**config.mk**
```make
export PLATFORM = sky130hd
export DESIGN_NAME = jk_ff_monitor
export DESIGN_NICKNAME = d
export VERILOG_FILES = /design/src/rtl/jk_ff_mon_pkg.sv /design/src/rtl/jk_ff_monitor_sat_counter.sv /design/src/rtl/jk_ff_monitor.sv
export SDC_FILE = /design/constraint.sdc
export NUM_CORES = 1
export LEC_CHECK = 0
export ABC_AREA = 1
export CAP_MARGIN = 25
export CORE_UTILIZATION = 60
export CTS_CLUSTER_DIAMETER = 80
export DETAILED_ROUTE_END_ITERATION = 10
export DONT_BUFFER_PORTS = 1
export PLACE_DENSITY = 0.76
export SLEW_MARGIN = 20
export SYNTH_ARGS = -nofsm -noshare
export SYNTH_HDL_FRONTEND = slang
export SYNTH_SLANG_ARGS = --single-unit
```
**constraint.sdc**
```tcl
create_clock -name clock -period 3.21 [get_ports clock]
set_input_delay 0.642 -clock clock [delete_from_list [all_inputs] [get_ports clock]]
set_output_delay 0.642 -clock clock [all_outputs]
set_load 0.01 [all_outputs]
```
**src/rtl/jk_ff_mon_pkg.sv**
```systemverilog
// Shared types and the golden JK next-state function for the JK flip-flop monitor.
package jk_ff_mon_pkg;

    typedef enum logic [1:0] {
        OP_HOLD = 2'b00,
        OP_RST  = 2'b01,
        OP_SET  = 2'b10,
        OP_TOG  = 2'b11
    } op_e;

    typedef enum logic [1:0] {
        IDLE  = 2'b00,
        SYNC  = 2'b01,
        CHECK = 2'b10
    } state_e;

    function automatic logic jk_next(input logic q, input op_e op);
        logic nq;
        case (op)
            OP_HOLD: nq = q;
            OP_RST:  nq = 1'b0;
            OP_SET:  nq = 1'b1;
            OP_TOG:  nq = ~q;
            default: nq = q;
        endcase
        return nq;
    endfunction

endpackage

```
**src/rtl/jk_ff_monitor_sat_counter.sv**
```systemverilog
// Up-counter with synchronous clear that sticks at all-ones instead of wrapping.
module sat_counter #(
    parameter int W = 16
) (
    input  logic         clock,
    input  logic         reset_n,
    input  logic         clr,
    input  logic         inc,
    output logic [W-1:0] cnt
);

    localparam logic [W-1:0] MAX_C = {W{1'b1}};

    logic [W-1:0] cnt_r;

    // Count register: clear wins over increment, increment stops at MAX_C.
    always_ff @(posedge clock or negedge reset_n) begin
        if (!reset_n) begin
            cnt_r <= {W{1'b0}};
        end else if (clr) begin
            cnt_r <= {W{1'b0}};
        end else if (inc && (cnt_r != MAX_C)) begin
            cnt_r <= cnt_r + W'(1);
        end else begin
            cnt_r <= cnt_r;
        end
    end

    assign cnt = cnt_r;

endmodule

```
**src/rtl/jk_ff_monitor.sv**
```systemverilog
// Passive JK flip-flop checker: golden model, per-cycle compare, pass/fail report.
// Optional op histogram counters are built when JK_FF_MONITOR_HIST_EN is defined.
module jk_ff_monitor
    import jk_ff_mon_pkg::*;
#(
    parameter int CNT_W    = 16,
    parameter int N_CHECKS = 64
) (
    input  logic             clock,
    input  logic             reset_n,
    input  logic             start,
    input  logic             j,
    input  logic             k,
    input  logic             q,
    output logic             busy,
    output logic             done,
    output logic             pass,
    output logic             err_flag,
    output logic [CNT_W-1:0] chk_cnt,
    output logic [CNT_W-1:0] err_cnt
`ifdef JK_FF_MONITOR_HIST_EN
    ,
    output logic [CNT_W-1:0] hold_cnt,
    output logic [CNT_W-1:0] rst_cnt,
    output logic [CNT_W-1:0] set_cnt,
    output logic [CNT_W-1:0] tog_cnt
`endif
);

    localparam logic [CNT_W-1:0] LAST_C = CNT_W'(N_CHECKS - 1);

    state_e           state_r;
    state_e           state_nxt_s;
    logic             exp_q_r;
    logic             exp_vld_r;
    logic             busy_r;
    logic             done_r;
    logic             pass_r;
    logic             err_flag_r;
    logic [CNT_W-1:0] chk_cnt_r;
    logic [CNT_W-1:0] err_cnt_s;

    op_e              op_s;
    logic             sync_op_s;
    logic             start_ok_s;
    logic             clr_s;
    logic             in_check_s;
    logic             mismatch_s;
    logic             last_chk_s;

    assign op_s       = op_e'({j, k});
    assign sync_op_s  = j ^ k;
    // A start coinciding with the done pulse belongs to the run that just ended.
    assign start_ok_s = start && !done_r;
    assign clr_s      = (state_r == IDLE) && start_ok_s;
    assign in_check_s = (state_r == CHECK);
    // Case inequality so an X/Z on q is reported rather than silently matching.
    assign mismatch_s = in_check_s && exp_vld_r && (q !== exp_q_r);
    assign last_chk_s = in_check_s && (chk_cnt_r == LAST_C);

    // State register.
    always_ff @(posedge clock or negedge reset_n) begin
        if (!reset_n) begin
            state_r <= IDLE;
        end else begin
            state_r <= state_nxt_s;
        end
    end

    // Next-state decode.
    always_comb begin
        state_nxt_s = state_r;
        case (state_r)
            IDLE: begin
                if (start_ok_s) state_nxt_s = SYNC;
                else            state_nxt_s = IDLE;
            end
            SYNC: begin
                if (sync_op_s) state_nxt_s = CHECK;
                else           state_nxt_s = SYNC;
            end
            CHECK: begin
                if (last_chk_s) state_nxt_s = IDLE;
                else            state_nxt_s = CHECK;
            end
            default: state_nxt_s = IDLE;
        endcase
    end

    // Golden model, check counter and registered status outputs.
    always_ff @(posedge clock or negedge reset_n) begin
        if (!reset_n) begin
            exp_q_r    <= 1'b0;
            exp_vld_r  <= 1'b0;
            busy_r     <= 1'b0;
            done_r     <= 1'b0;
            pass_r     <= 1'b0;
            err_flag_r <= 1'b0;
            chk_cnt_r  <= {CNT_W{1'b0}};
        end else begin
            busy_r <= (state_nxt_s != IDLE);
            done_r <= last_chk_s;
            case (state_r)
                IDLE: begin
                    if (start_ok_s) begin
                        chk_cnt_r  <= {CNT_W{1'b0}};
                        err_flag_r <= 1'b0;
                        pass_r     <= 1'b0;
                        exp_vld_r  <= 1'b0;
                    end
                end
                SYNC: begin
                    if (sync_op_s) begin
                        exp_q_r   <= jk_next(exp_q_r, op_s);
                        exp_vld_r <= 1'b1;
                    end
                end
                CHECK: begin
                    chk_cnt_r <= chk_cnt_r + CNT_W'(1);
                    exp_q_r   <= jk_next(exp_q_r, op_s);
                    if (mismatch_s) err_flag_r <= 1'b1;
                    if (last_chk_s) pass_r <= (err_cnt_s == {CNT_W{1'b0}}) && !mismatch_s;
                end
                default: begin
                    exp_vld_r <= 1'b0;
                end
            endcase
        end
    end

    sat_counter #(.W(CNT_W)) u_err_cnt (
        .clock   (clock),
        .reset_n (reset_n),
        .clr     (clr_s),
        .inc     (mismatch_s),
        .cnt     (err_cnt_s)
    );

`ifdef JK_FF_MONITOR_HIST_EN
    sat_counter #(.W(CNT_W)) u_hold_cnt (
        .clock   (clock),
        .reset_n (reset_n),
        .clr     (clr_s),
        .inc     (in_check_s && (op_s == OP_HOLD)),
        .cnt     (hold_cnt)
    );

    sat_counter #(.W(CNT_W)) u_rst_cnt (
        .clock   (clock),
        .reset_n (reset_n),
        .clr     (clr_s),
        .inc     (in_check_s && (op_s == OP_RST)),
        .cnt     (rst_cnt)
    );

    sat_counter #(.W(CNT_W)) u_set_cnt (
        .clock   (clock),
        .reset_n (reset_n),
        .clr     (clr_s),
        .inc     (in_check_s && (op_s == OP_SET)),
        .cnt     (set_cnt)
    );

    sat_counter #(.W(CNT_W)) u_tog_cnt (
        .clock   (clock),
        .reset_n (reset_n),
        .clr     (clr_s),
        .inc     (in_check_s && (op_s == OP_TOG)),
        .cnt     (tog_cnt)
    );
`endif

    assign busy     = busy_r;
    assign done     = done_r;
    assign pass     = pass_r;
    assign err_flag = err_flag_r;
    assign chk_cnt  = chk_cnt_r;
    assign err_cnt  = err_cnt_s;

endmodule

```
* Word level (Yosys, flattened, before mapping)
Cells that the tools add are included.
Cells by class: $lt $le $gt $ge 0, equal/unequal tests 12, bitwise gates (word level) 3, div/mod/pow operators 0, mux-type cells 18, $add $sub $neg 2, shifts and indexed selects 0, reductions and logical operators 21, multiply operators 0
Operator list (number):
- $mux 16 | 3
- $add 16x1->16 const B | 2
- $pmux 16 s2 | 1
- $eq 16x6->1 const B | 1
- $logic_not 16->1 | 1
- $ne 16x16->1 const B | 1
- $reduce_and 3->1 | 3
- $reduce_bool 2->1 | 4
- $logic_and 1x1->1 | 7
- $eq 2x2->1 const B | 3
- $mux 1 | 6
- $pmux 1 s2 | 3
- $pmux 2 s3 | 1
- $eq 2x1->1 const B | 2
- $logic_not 2->1 | 2
- $mux 2 | 2
- $ne 2x1->1 const B | 2
- $ne 2x2->1 const B | 2
- $pmux 1 s4 | 1
- $reduce_and 2->1 | 2
- $pmux 1 s3 | 1
- $logic_not 1->1 | 2
- $not 1->1 | 2
- $nex 1x1->1 | 1
- $xor 1x1->1 | 1
Word-level totals: memory bits (writable) 0, memories kept 0, output and inout bits 36, bits in registers 40, word-level logic and storage cells 65, latch bits 0, ROM bits 0

* Longest topological paths before layout
Gate-level depths: netlist of the first run.
depth in word-level cells 7, gate-level depth with buffers 10

* Cells and area by module
A second synthesis of the first run with hierarchy kept.
Unflattened totals: cell total of the unflattened synthesis 352, area total of the unflattened synthesis 2567.5 µm²
By module, submodules not included:
- jk_ff_monitor | cells an instance 208, seq. area each 600.6 µm², instances 1, area each 1530.2 µm²
- sat_counter | cells an instance 144, seq. area each 400.4 µm², instances 1, area each 1037.2 µm²

* Least setup slack after synthesis of the first run
No wires, ideal clock.
kind input port to flip-flop, start point input j, end point register busy_r (netlist: busy), cell stages on the path 6, data arrival time 1.505 ns, setup time 0.065 ns, required time 3.145 ns, setup slack 1.640 ns, cell sequence inv_1 ha_1 or2_2 a21oi_1 inv_1 nand2_1
On the way: word-level cells in the longest chain between the ends 4
Ends and longest elaborated chain:
- start: declaration | RTL line jk_ff_monitor.sv:12 | input logic j,
- $xor 1x1->1 | RTL line jk_ff_monitor.sv:52 | assign sync_op_s = j ^ k;
- $mux 2 | RTL line jk_ff_monitor.sv:79 | if (sync_op_s) state_nxt_s = CHECK;
- $pmux 2 s3 | RTL line jk_ff_monitor.sv:73 | case (state_r)
- net state_nxt_s[0] | RTL line jk_ff_monitor.sv:33 | state_e state_nxt_s;
- $reduce_bool 2->1 | RTL line jk_ff_monitor.sv:101 | busy_r <= (state_nxt_s != IDLE);
- end signal: assignment | RTL line jk_ff_monitor.sv:101
- end: declaration | RTL line jk_ff_monitor.sv:36 | logic busy_r;
The timed path passes the listed nets, and every way through them passes these cells. A chain may end at the register's enable or synchronous reset.

* Worst setup path in the final report of the first run
start point register state_r[0], end point register chk_cnt_r[14] (netlist: chk_cnt[14])
On the way: word-level cells in the longest chain between the ends 3
Ends and longest elaborated chain:
- start: declaration | RTL line jk_ff_monitor.sv:32 | state_e state_r;
- start signal: assignment | RTL line jk_ff_monitor.sv:66 | state_r <= state_nxt_s;
- $eq 2x2->1 or $logic_not 2->1 (tied branches) | RTL line jk_ff_monitor.sv:103 | case (state_r)
- $reduce_bool 2->1 (no source line) or $ne 2x2->1 (tied branches)
- $reduce_and 2->1 (no source line)
- end signal: assignment | RTL line jk_ff_monitor.sv:99 | chk_cnt_r <= {CNT_W{1'b0}};
- end signal: assignment | RTL line jk_ff_monitor.sv:106 | chk_cnt_r <= {CNT_W{1'b0}};
- end signal: assignment | RTL line jk_ff_monitor.sv:119 | chk_cnt_r <= chk_cnt_r + CNT_W'(1);
- end: declaration | RTL line jk_ff_monitor.sv:40 | logic [CNT_W-1:0] chk_cnt_r;
Several ways; a longest one is shown, not always the timed one.

==> flow_summary.ini, run 1 <==
[final_layout]
n_fill_cell = 367
mostFrequentLayoutCells = nand2_1 (98), nor2_1 (54), inv_1 (41)
nets = 382
area_growth_pct = 5.28
drive_above_1_share_pct = 8.99
antenna_cells = 0
final_common_cell = nand2_1

[timing]
maxSlewViolCount = 0
hold_violations = 0
worst_pin_slew_ps = 483
final-setup-viol-count = 0
relSlewSlack_pct = 67.7
rsz0062_at_grt = false
holdWs_ps = 33.9
clock_skew_ps = 4.08
fmax_ghz = 0.443
min_period_ps = 2260
fin_crit_sh_pct = 70.4
fin_setup_tns_ps = 0

[drt]
vias_per_cell = 5.68
vias = 2367
route.detailed.drc = 0
routed_wl_mm = 5.87
drt-pass1-iter-count = 5
first_iter_violations = 252
avgRoutedWirePerCell_um = 14.1
ant_nets = 0

[clock_network]
clock-root-buffer = clkbuf_8
cts-resized-gates = 0
htree_num_levels = 2
ctsHoldBuffers = 0
cts_tree = built
cts_max_path_buffers = 2
clk_pin_slew_worst_paths_ps = 80
post-cts-setup-buffers = 0
clock_latency_ps = 300
cts_buffers = 5
cts.sinks = 40

[power]
power_density_nw_per_um2 = 536
ir_drop_uv = 454
leakage_uw = 0.00128

[floorplanning]
die_x_um = 68.2
core_area_um2 = 4120
dieHeight_um = 68.2
initial_core_util_pct = 63.9
io_pins = 42
rows = 23
die-area_um2 = 4650

[synth]
synthCells = 363
ys_ff_latch = 40
synth_warnings = 0
synth_edf_count = 0
ys.flop_type = dfrtp_1
ys_seq_area_share_pct = 38.1
syn_avg_cell_area_um2 = 7.25
synth_area_um2 = 2630
yosysUniqueCellTypes = 32
syn-num-nets = 379
async_reset_ff_share_pct = 100

[worst_setup_path]
crit_type = reg2reg
reg2reg_to = chk_cnt[14]$_DFFE_PN0P_
cp.arrival_ps = 2450
reg2reg_from = state_r[0]$_DFF_PN0_
r2r_cells = 9
end_kind = flop
path_max_fanout = 19
start_kind = flop
r2r_setup_slack_ps = 950
cp.required_ps = 3410

[global_route]
antenna_found_initial = 0
use_met3_pct = 6.17
busiest_layer = met1
grt-ovfl-total = 0
gr-usage-met1_pct = 43.4
grt_max_degree = 41
grt_use_met2_pct = 37.6
grt_pass1_wl_mm = 9.76
grt_usage_pct = 28.1
grt_pass1_vias = 2068

[job]
max_cap_violations = 0

[placement]
hpwl_mm = 4.27
portBuffers = 0
place.gp.congestion = 0.874

[worst_hold_path]
hp-class = in2async

[outcome]
outcome = complete, no violations
==> flip-flops by register name (all words and copies together) (netlist names) <==
signal         flops
u_err_cnt.cnt     16
exp_vld_r          1
busy               1
err_flag           1
done               1
exp_q_r            1
chk_cnt           16
state_r            2
pass               1
==> area by class of cell <==
cell class,instances,area [um^2],share of cell area (%)
clock inverter,2,35.0,1.27
clock buffer,6,72.6,2.62
multi-input combinational,276,1440,51.9
tap,50,62.6,2.26
sequential,40,1000,36.1
inverter,43,161,5.83
==> cells by family after synthesis <==
family | count (synthesis) | synth area share, %
xor gates and xnor gates | 4 | 1.33
buffers and inverters | 47 | 7.33
DFF | 40 | 38.1
AOI/OAI and AO/OA | 37 | 7.99
and+or+nand+nor | 225 | 40.5
adders and majority gates | 10 | 4.76
==> where the power goes <==
| part | internal, uW | total, uW | switching (uW) |
|---|---|---|---|
| registers | 563 | 649 | 85.6 |
| clock network | 231 | 413 | 182 |
| logic | 124 | 422 | 298 |
==> cells in the mapped netlist, types with 2 or more instances <==
library cell / count / area, um^2
nand2_1: 98 / 368
nor2_1: 54 / 203
inv_1: 41 / 154
dfrtp_1: 40 / 1000
nand3_1: 27 / 135
nand4_1: 17 / 106
a21oi_1: 12 / 60.1
o21ai_0: 12 / 60.1
ha_1: 10 / 125
o21ai_1: 7 / 35.0
nand3_2: 6 / 60.1
nand2_2: 4 / 25.0
nor2_4: 4 / 45.0
nor3_1: 4 / 20.0
xor2_1: 3 / 26.3
buf_4: 2 / 15.0
inv_2: 2 / 7.51
nand2_4: 2 / 22.5
nand3b_1: 2 / 15.0
nor2_2: 2 / 12.5
nor3_2: 2 / 20.0
o21bai_1: 2 / 15.0
==> per-stage QoR <==
step / setup WS [ps] / std cells / utilization [%] / cell area [um^2] / power (uW)
6_report: 952 / 417 / 67.3 / 2770 / 1480
5_1_grt: 649 / 417 / 67.3 / 2770 / 1570
4_1_cts: 940 / 417 / 67.3 / 2770 / 1490
3_5_place_dp: 977 / 409 / 64.7 / 2660 / 1080
3_3_place_gp: 1070 / 409 / 64.7 / 2660 / 1060
2_1_floorplan: 1640 / 363 / - / 2630 / 987
==> critical path: stages, from the launching register on <==
cell     delay, ps
dfrtp_1        400
inv_1           90
ha_1           200
nand3_2        390
nand2_1        550
nand2_1        200
nor2_1         160
nand2_1         60
nand2_1         60
nor2_1          40
==> layer usage <==
| metal | wire length (um) | vias up |
|---|---|---|
| met5 | 0 | - |
| met4 | 74 | 0 |
| met3 | 394 | 8 |
| met2 | 2570 | 82 |
| met1 | 2830 | 1093 |
| li1 | - | 1184 |
==> how the worst max path moves through the flow <==
stage                    startpoint                      end  slack [ps]
2_1_floorplan                     j           busy$_DFF_PN0_        1640
3_3_place_gp   state_r[0]$_DFF_PN0_  chk_cnt[14]$_DFFE_PN0P_        1070
3_5_place_dp   state_r[1]$_DFF_PN0_  chk_cnt[14]$_DFFE_PN0P_         980
4_1_cts        state_r[1]$_DFF_PN0_  chk_cnt[14]$_DFFE_PN0P_         940
5_1_grt        state_r[1]$_DFF_PN0_  chk_cnt[14]$_DFFE_PN0P_         650
6_report       state_r[0]$_DFF_PN0_  chk_cnt[14]$_DFFE_PN0P_         950
No activity file was read; power rests on OpenSTA's default activity.
==> run 2, diff against run 1 <==
Clock period 3.21 ns to 2.2 ns, I/O delays scaled along.
==> run 2 against run 1 <==
Compared with the run above: maximum frequency up 27%; clock skew up 6.1 ps; die area unchanged; worst hold slack better by 440 ps; critical path type unchanged; highest routed layer unchanged.
==> flow_summary.ini, run 2 (synthesis results as in run 1) <==
[outcome]
outcome = complete, no violations

[drt]
routed_wl_mm = 5.98
ant_nets = 0
vias_per_cell = 5.72
route.detailed.drc = 0
drt-pass1-iter-count = 8
top_layer_used = met4
first_iter_violations = 176
vias = 2413
met3WireLength_um = 488
routedLengthMet1_mm = 2.85
avgRoutedWirePerCell_um = 14.2
wl_met2_mm = 2.56

[clock_network]
clk_pin_slew_worst_paths_ps = 80
clock-root-buffer = clkbuf_8
post-cts-setup-buffers = 0
cts_buffers = 5
cts_max_path_buffers = 2
cts_tree = built
htree_num_levels = 2
cts-resized-gates = 0
clock_latency_ps = 290
cts.sinks = 40

[worst_setup_path]
crit_type = reg2reg
cp.required_ps = 2420
path_max_fanout = 12
slowest_stage = dfrtp_1
cp_cell_sequence = ha_1 -> nand2_2 -> nor2_4 -> nand2_4 -> nor2_4 -> nor2_4 -> nand4_1 -> nand2_1
crit_buf_inv = 0
end_kind = flop
cp_common_cell = nor2_4
start_kind = flop
cp_top_family = simple AND/OR/NAND/NOR gates
cp.arrival_ps = 2000
max_stage_delay_ps = 470

[timing]
min_period_ps = 1780
fin_crit_sh_pct = 80.7
maxSlewViolCount = 0
fin_ws_ps = 424
fmax_ghz = 0.563
hold_violations = 0
relSlewSlack_pct = 69.7
final-setup-viol-count = 0
fin_setup_tns_ps = 0
worst_pin_slew_ps = 453
rsz0062_at_grt = false
clock_skew_ps = 10.2

[power]
ir_drop_uv = 565
leakage_uw = 0.00131
power_density_nw_per_um2 = 761

[floorplanning]
rows = 23
initial_core_util_pct = 63.9
core_area_um2 = 4120
die_x_um = 68.2
dieHeight_um = 68.2
die-area_um2 = 4650
io_pins = 42

[global_route]
antenna_found_initial = 0
grt_pass1_vias = 2157
grt_usage_pct = 28.0
grt_max_degree = 41
grt-ovfl-total = 0
grt_pass1_wl_mm = 9.67

[final_layout]
antenna_cells = 0
final_common_cell = nand2_1
mostFrequentLayoutCells = nand2_1 (98), nor2_1 (54), inv_1 (41)
postLayoutCoreUtil_pct = 68.5
nets = 388
n_fill_cell = 357
fin_cells = 422
fin_area_um2 = 2820
drive_above_1_share_pct = 10.2
area_growth_pct = 7.14

[job]
max_cap_violations = 0

[placement]
dp_slack_ps = 461
portBuffers = 0
hpwl_mm = 4.40
place_area_um2 = 2690
post-place-cells = 413
place.gp.congestion = 0.891

[worst_hold_path]
hp-class = in2reg
-- run 2: cell types whose count changed in the layout (fill, tap and decap cells not counted) --
cell,before,now
buf_12,0,1
buf_4,0,4
bufinv_16,1,0
clkbuf_1,1,0
clkbuf_8,5,7
clkinv_2,1,0
dlygate4sd3_1,0,1
-- run 2: per-stage QoR --
stage	hold WS, ps	power [uW]
after detailed placement	145	1610
after global routing	505	2290
final	472	2150
after global placement	145	1590
after CTS	468	2160
after floorplan	144	1440
-- run 2: worst paths after layout --
kind	start	to	slack, ps	depth (start not counted)
min	q	pass$_DFFE_PN0P_	470	5
max	u_err_cnt.cnt[1]$_DFFE_PN0P_	u_err_cnt.cnt[8]$_DFFE_PN0P_	420	8
min in group asynchronous	reset_n	u_err_cnt.cnt[6]$_DFFE_PN0P_	640	2
max in group asynchronous	reset_n	u_err_cnt.cnt[12]$_DFFE_PN0P_	1370	2
max reg2reg	u_err_cnt.cnt[1]$_DFFE_PN0P_	u_err_cnt.cnt[8]$_DFFE_PN0P_	420	8
min reg2reg	exp_vld_r$_DFFE_PN0P_	exp_vld_r$_DFFE_PN0P_	490	2
-- run 2: worst reg2reg max path, cell delays in order, from the launching register on --
cell	delay [ps]
dfrtp_1	470
ha_1	260
nand2_2	110
nor2_4	60
nand2_4	110
nor2_4	50
nor2_4	360
nand4_1	200
nand2_1	100
-- run 2: repair_timing --
action,4_1_cts,5_1_grt
hold buffers,2,0
hold endpoints to repair,40,0
setup endpoints to repair,0,0
-- run 2: layout make-up --
class,instances,area [um^2],area share [%]
repair buffers,6,60.1,2.13
clock buffers,7,96.3,3.42
well taps,50,62.6,2.22
multi-input cells,276,1440,51.0
flip-flops and latches,40,1000,35.5
inverters,43,161,5.73
-- run 2: per-layer routing --
layer / GRT usage [%] / up-vias
met3: 7.67 / 11
met5: 0 / -
met4: 8.59 / 0
met1: 39.9 / 1114
met2: 40.7 / 92
li1: - / 1196
-- run 2: report_power, final --
| group | internal (uW) | switching (uW) |
|---|---|---|
| clock network | 279 | 251 |
| registers | 822 | 124 |
| logic | 220 | 450 |
| total | 1320 | 824 |
==> run 3, diff against run 2 <==
Settings changed: CORE_UTILIZATION 60 to 57, PLACE_DENSITY 0.76 to 0.75.
Clock period 2.2 ns to 1.6 ns, I/O delays scaled along.
==> run 3 against run 2 <==
Compared with the run above: utilization is 4.2 points higher; non-clock buffer count up 33; maximum frequency rose by 16%; combinational power is 85% higher; flip-flop and latch count is the same; global-route usage is 0.25 points lower; register-to-register slack got worse by 350 ps; worst setup slack lost 350 ps; die area rose by 5.1%; clock power increased by 35%; clock skew shrank 4.5 ps; first-iteration DRC count up 2.8%; largest power group unchanged; highest routed layer unchanged.
==> flow_summary.ini, run 3 (synthesis results as in run 1) <==
[global_route]
grt_max_degree = 41
grt-ovfl-total = 0
grt_pass1_wl_mm = 10.9
grt_pass1_vias = 2317
grt_usage_pct = 27.7
antenna_found_initial = 0

[job]
max_cap_violations = 0

[floorplanning]
die_x_um = 69.9
core_area_um2 = 4380
rows = 24
dieHeight_um = 69.9
io_pins = 42
die-area_um2 = 4890
initial_core_util_pct = 60.0

[final_layout]
nets = 421
drive_above_1_share_pct = 21.4
n_fill_cell = 359
mostFrequentLayoutCells = nand2_1 (94), nor2_1 (51), inv_1 (39)
postLayoutCoreUtil_pct = 72.7
area_growth_pct = 21.2
antenna_cells = 0
final_common_cell = nand2_1
fin_cells = 458

[timing]
hold_violations = 0
holdWs_ps = 347
final-setup-viol-count = 0
worst_pin_slew_ps = 332
min_period_ps = 1530
fin_setup_tns_ps = 0
fmax_ghz = 0.654
fin_crit_sh_pct = 95.6
fin_ws_ps = 70.2
maxSlewViolCount = 0
relSlewSlack_pct = 77.7
clock_skew_ps = 5.73
rsz0062_at_grt = true

[drt]
route.detailed.drc = 0
routed_wl_mm = 6.52
vias = 2571
vias_per_cell = 5.61
drt-pass1-iter-count = 4
avgRoutedWirePerCell_um = 14.2
ant_nets = 0
first_iter_violations = 181

[worst_setup_path]
start_kind = flop
end_kind = flop
slowest_stage = dfrtp_1
max_stage_delay_ps = 410
crit_type = reg2reg
path_max_fanout = 11
cp_cell_sequence = inv_2 -> ha_1 -> nand3_2 -> buf_8 -> inv_1 -> a21oi_1 -> nand3_2 -> o21ai_1
cp.arrival_ps = 1720
cp_common_cell = nand3_2
cp.required_ps = 1790

[clock_network]
cts_max_path_buffers = 2
clock-root-buffer = clkbuf_8
cts.sinks = 40
clock_latency_ps = 300
clk_pin_slew_worst_paths_ps = 80
cts_tree = built
cts_buffers = 5
htree_num_levels = 2

[power]
ir_drop_uv = 715
leakage_uw = 0.00154
power_density_nw_per_um2 = 1000

[placement]
place.gp.congestion = 0.879
post-place-cells = 441
portBuffers = 0
dp_slack_ps = 11.7
hpwl_mm = 4.66

[worst_hold_path]
hp-class = in2reg

[outcome]
outcome = complete, no violations
==> run 3: changes by cell type in the layout (fill, tap and decap cells not counted), sizes merged <==
cell    delta
clkinv     +2
buf       +32
==> run 3: where the power goes <==
part	internal [uW]	switching (uW)
sequential	1130	120
clock	344	369
combinational	467	771
==> run 3: layer usage <==
metal,share of wire [%],routed length [um],global-route usage [%]
met5,0,0,0
met4,1.4,91,8.67
met3,6.8,442,7.07
met2,46,2980,41.5
met1,46,3000,39.5
==> run 3: what timing repair did <==
item,CTS,global route
buffers inserted,1,5
gates resized for setup,1,25
endpoints found under the hold margin,40,0
cloned,0,1
setup endpoints to repair,2,24
hold buffers,2,0
pin swaps,1,10
==> run 3: critical path: cells and delay by family, from the launching register on <==
family / cells / cell delay, ps
adders and majority gates: 1 / 180
buffers and inverters: 3 / 470
AOI/OAI and AO/OA: 2 / 130
DFF: 1 / 410
and+or+nand+nor: 2 / 220
==> run 3: area by class of cell <==
cell class	instances	area (um^2)	area share [%]
Clock buffer	6	82.6	2.59
Clock inverter	2	10.0	0.314
Inverter	43	164	5.14
Multi-Input combinational cell	276	1510	47.3
Sequential cell	40	1000	31.5
Tap cell	52	65.1	2.04
Timing Repair Buffer	39	353	11.1
==> run 3: metrics by stage <==
step                total power [uW]  area [um^2]
floorplan                       1980         2630
global placement                2300         2900
detailed placement              2330         2900
CTS                             3090         3030
global route                    3410         3190
finish                          3200         3190
==> run 3: worst paths after layout <==
path                                  startpoint  cells after the start  slack [ps]                            to
hold / removal                                 j                      3         350           exp_q_r$_DFFE_PN0P_
setup / recovery            state_r[0]$_DFF_PN0_                      8          70  u_err_cnt.cnt[7]$_DFFE_PN0P_
hold reg to reg            exp_vld_r$_DFFE_PN0P_                      2         490         exp_vld_r$_DFFE_PN0P_
max in group asynchronous                reset_n                      2         860  u_err_cnt.cnt[5]$_DFFE_PN0P_
setup reg to reg            state_r[0]$_DFF_PN0_                      8          70  u_err_cnt.cnt[7]$_DFFE_PN0P_
min in group asynchronous                reset_n                      2         520  u_err_cnt.cnt[8]$_DFFE_PN0P_
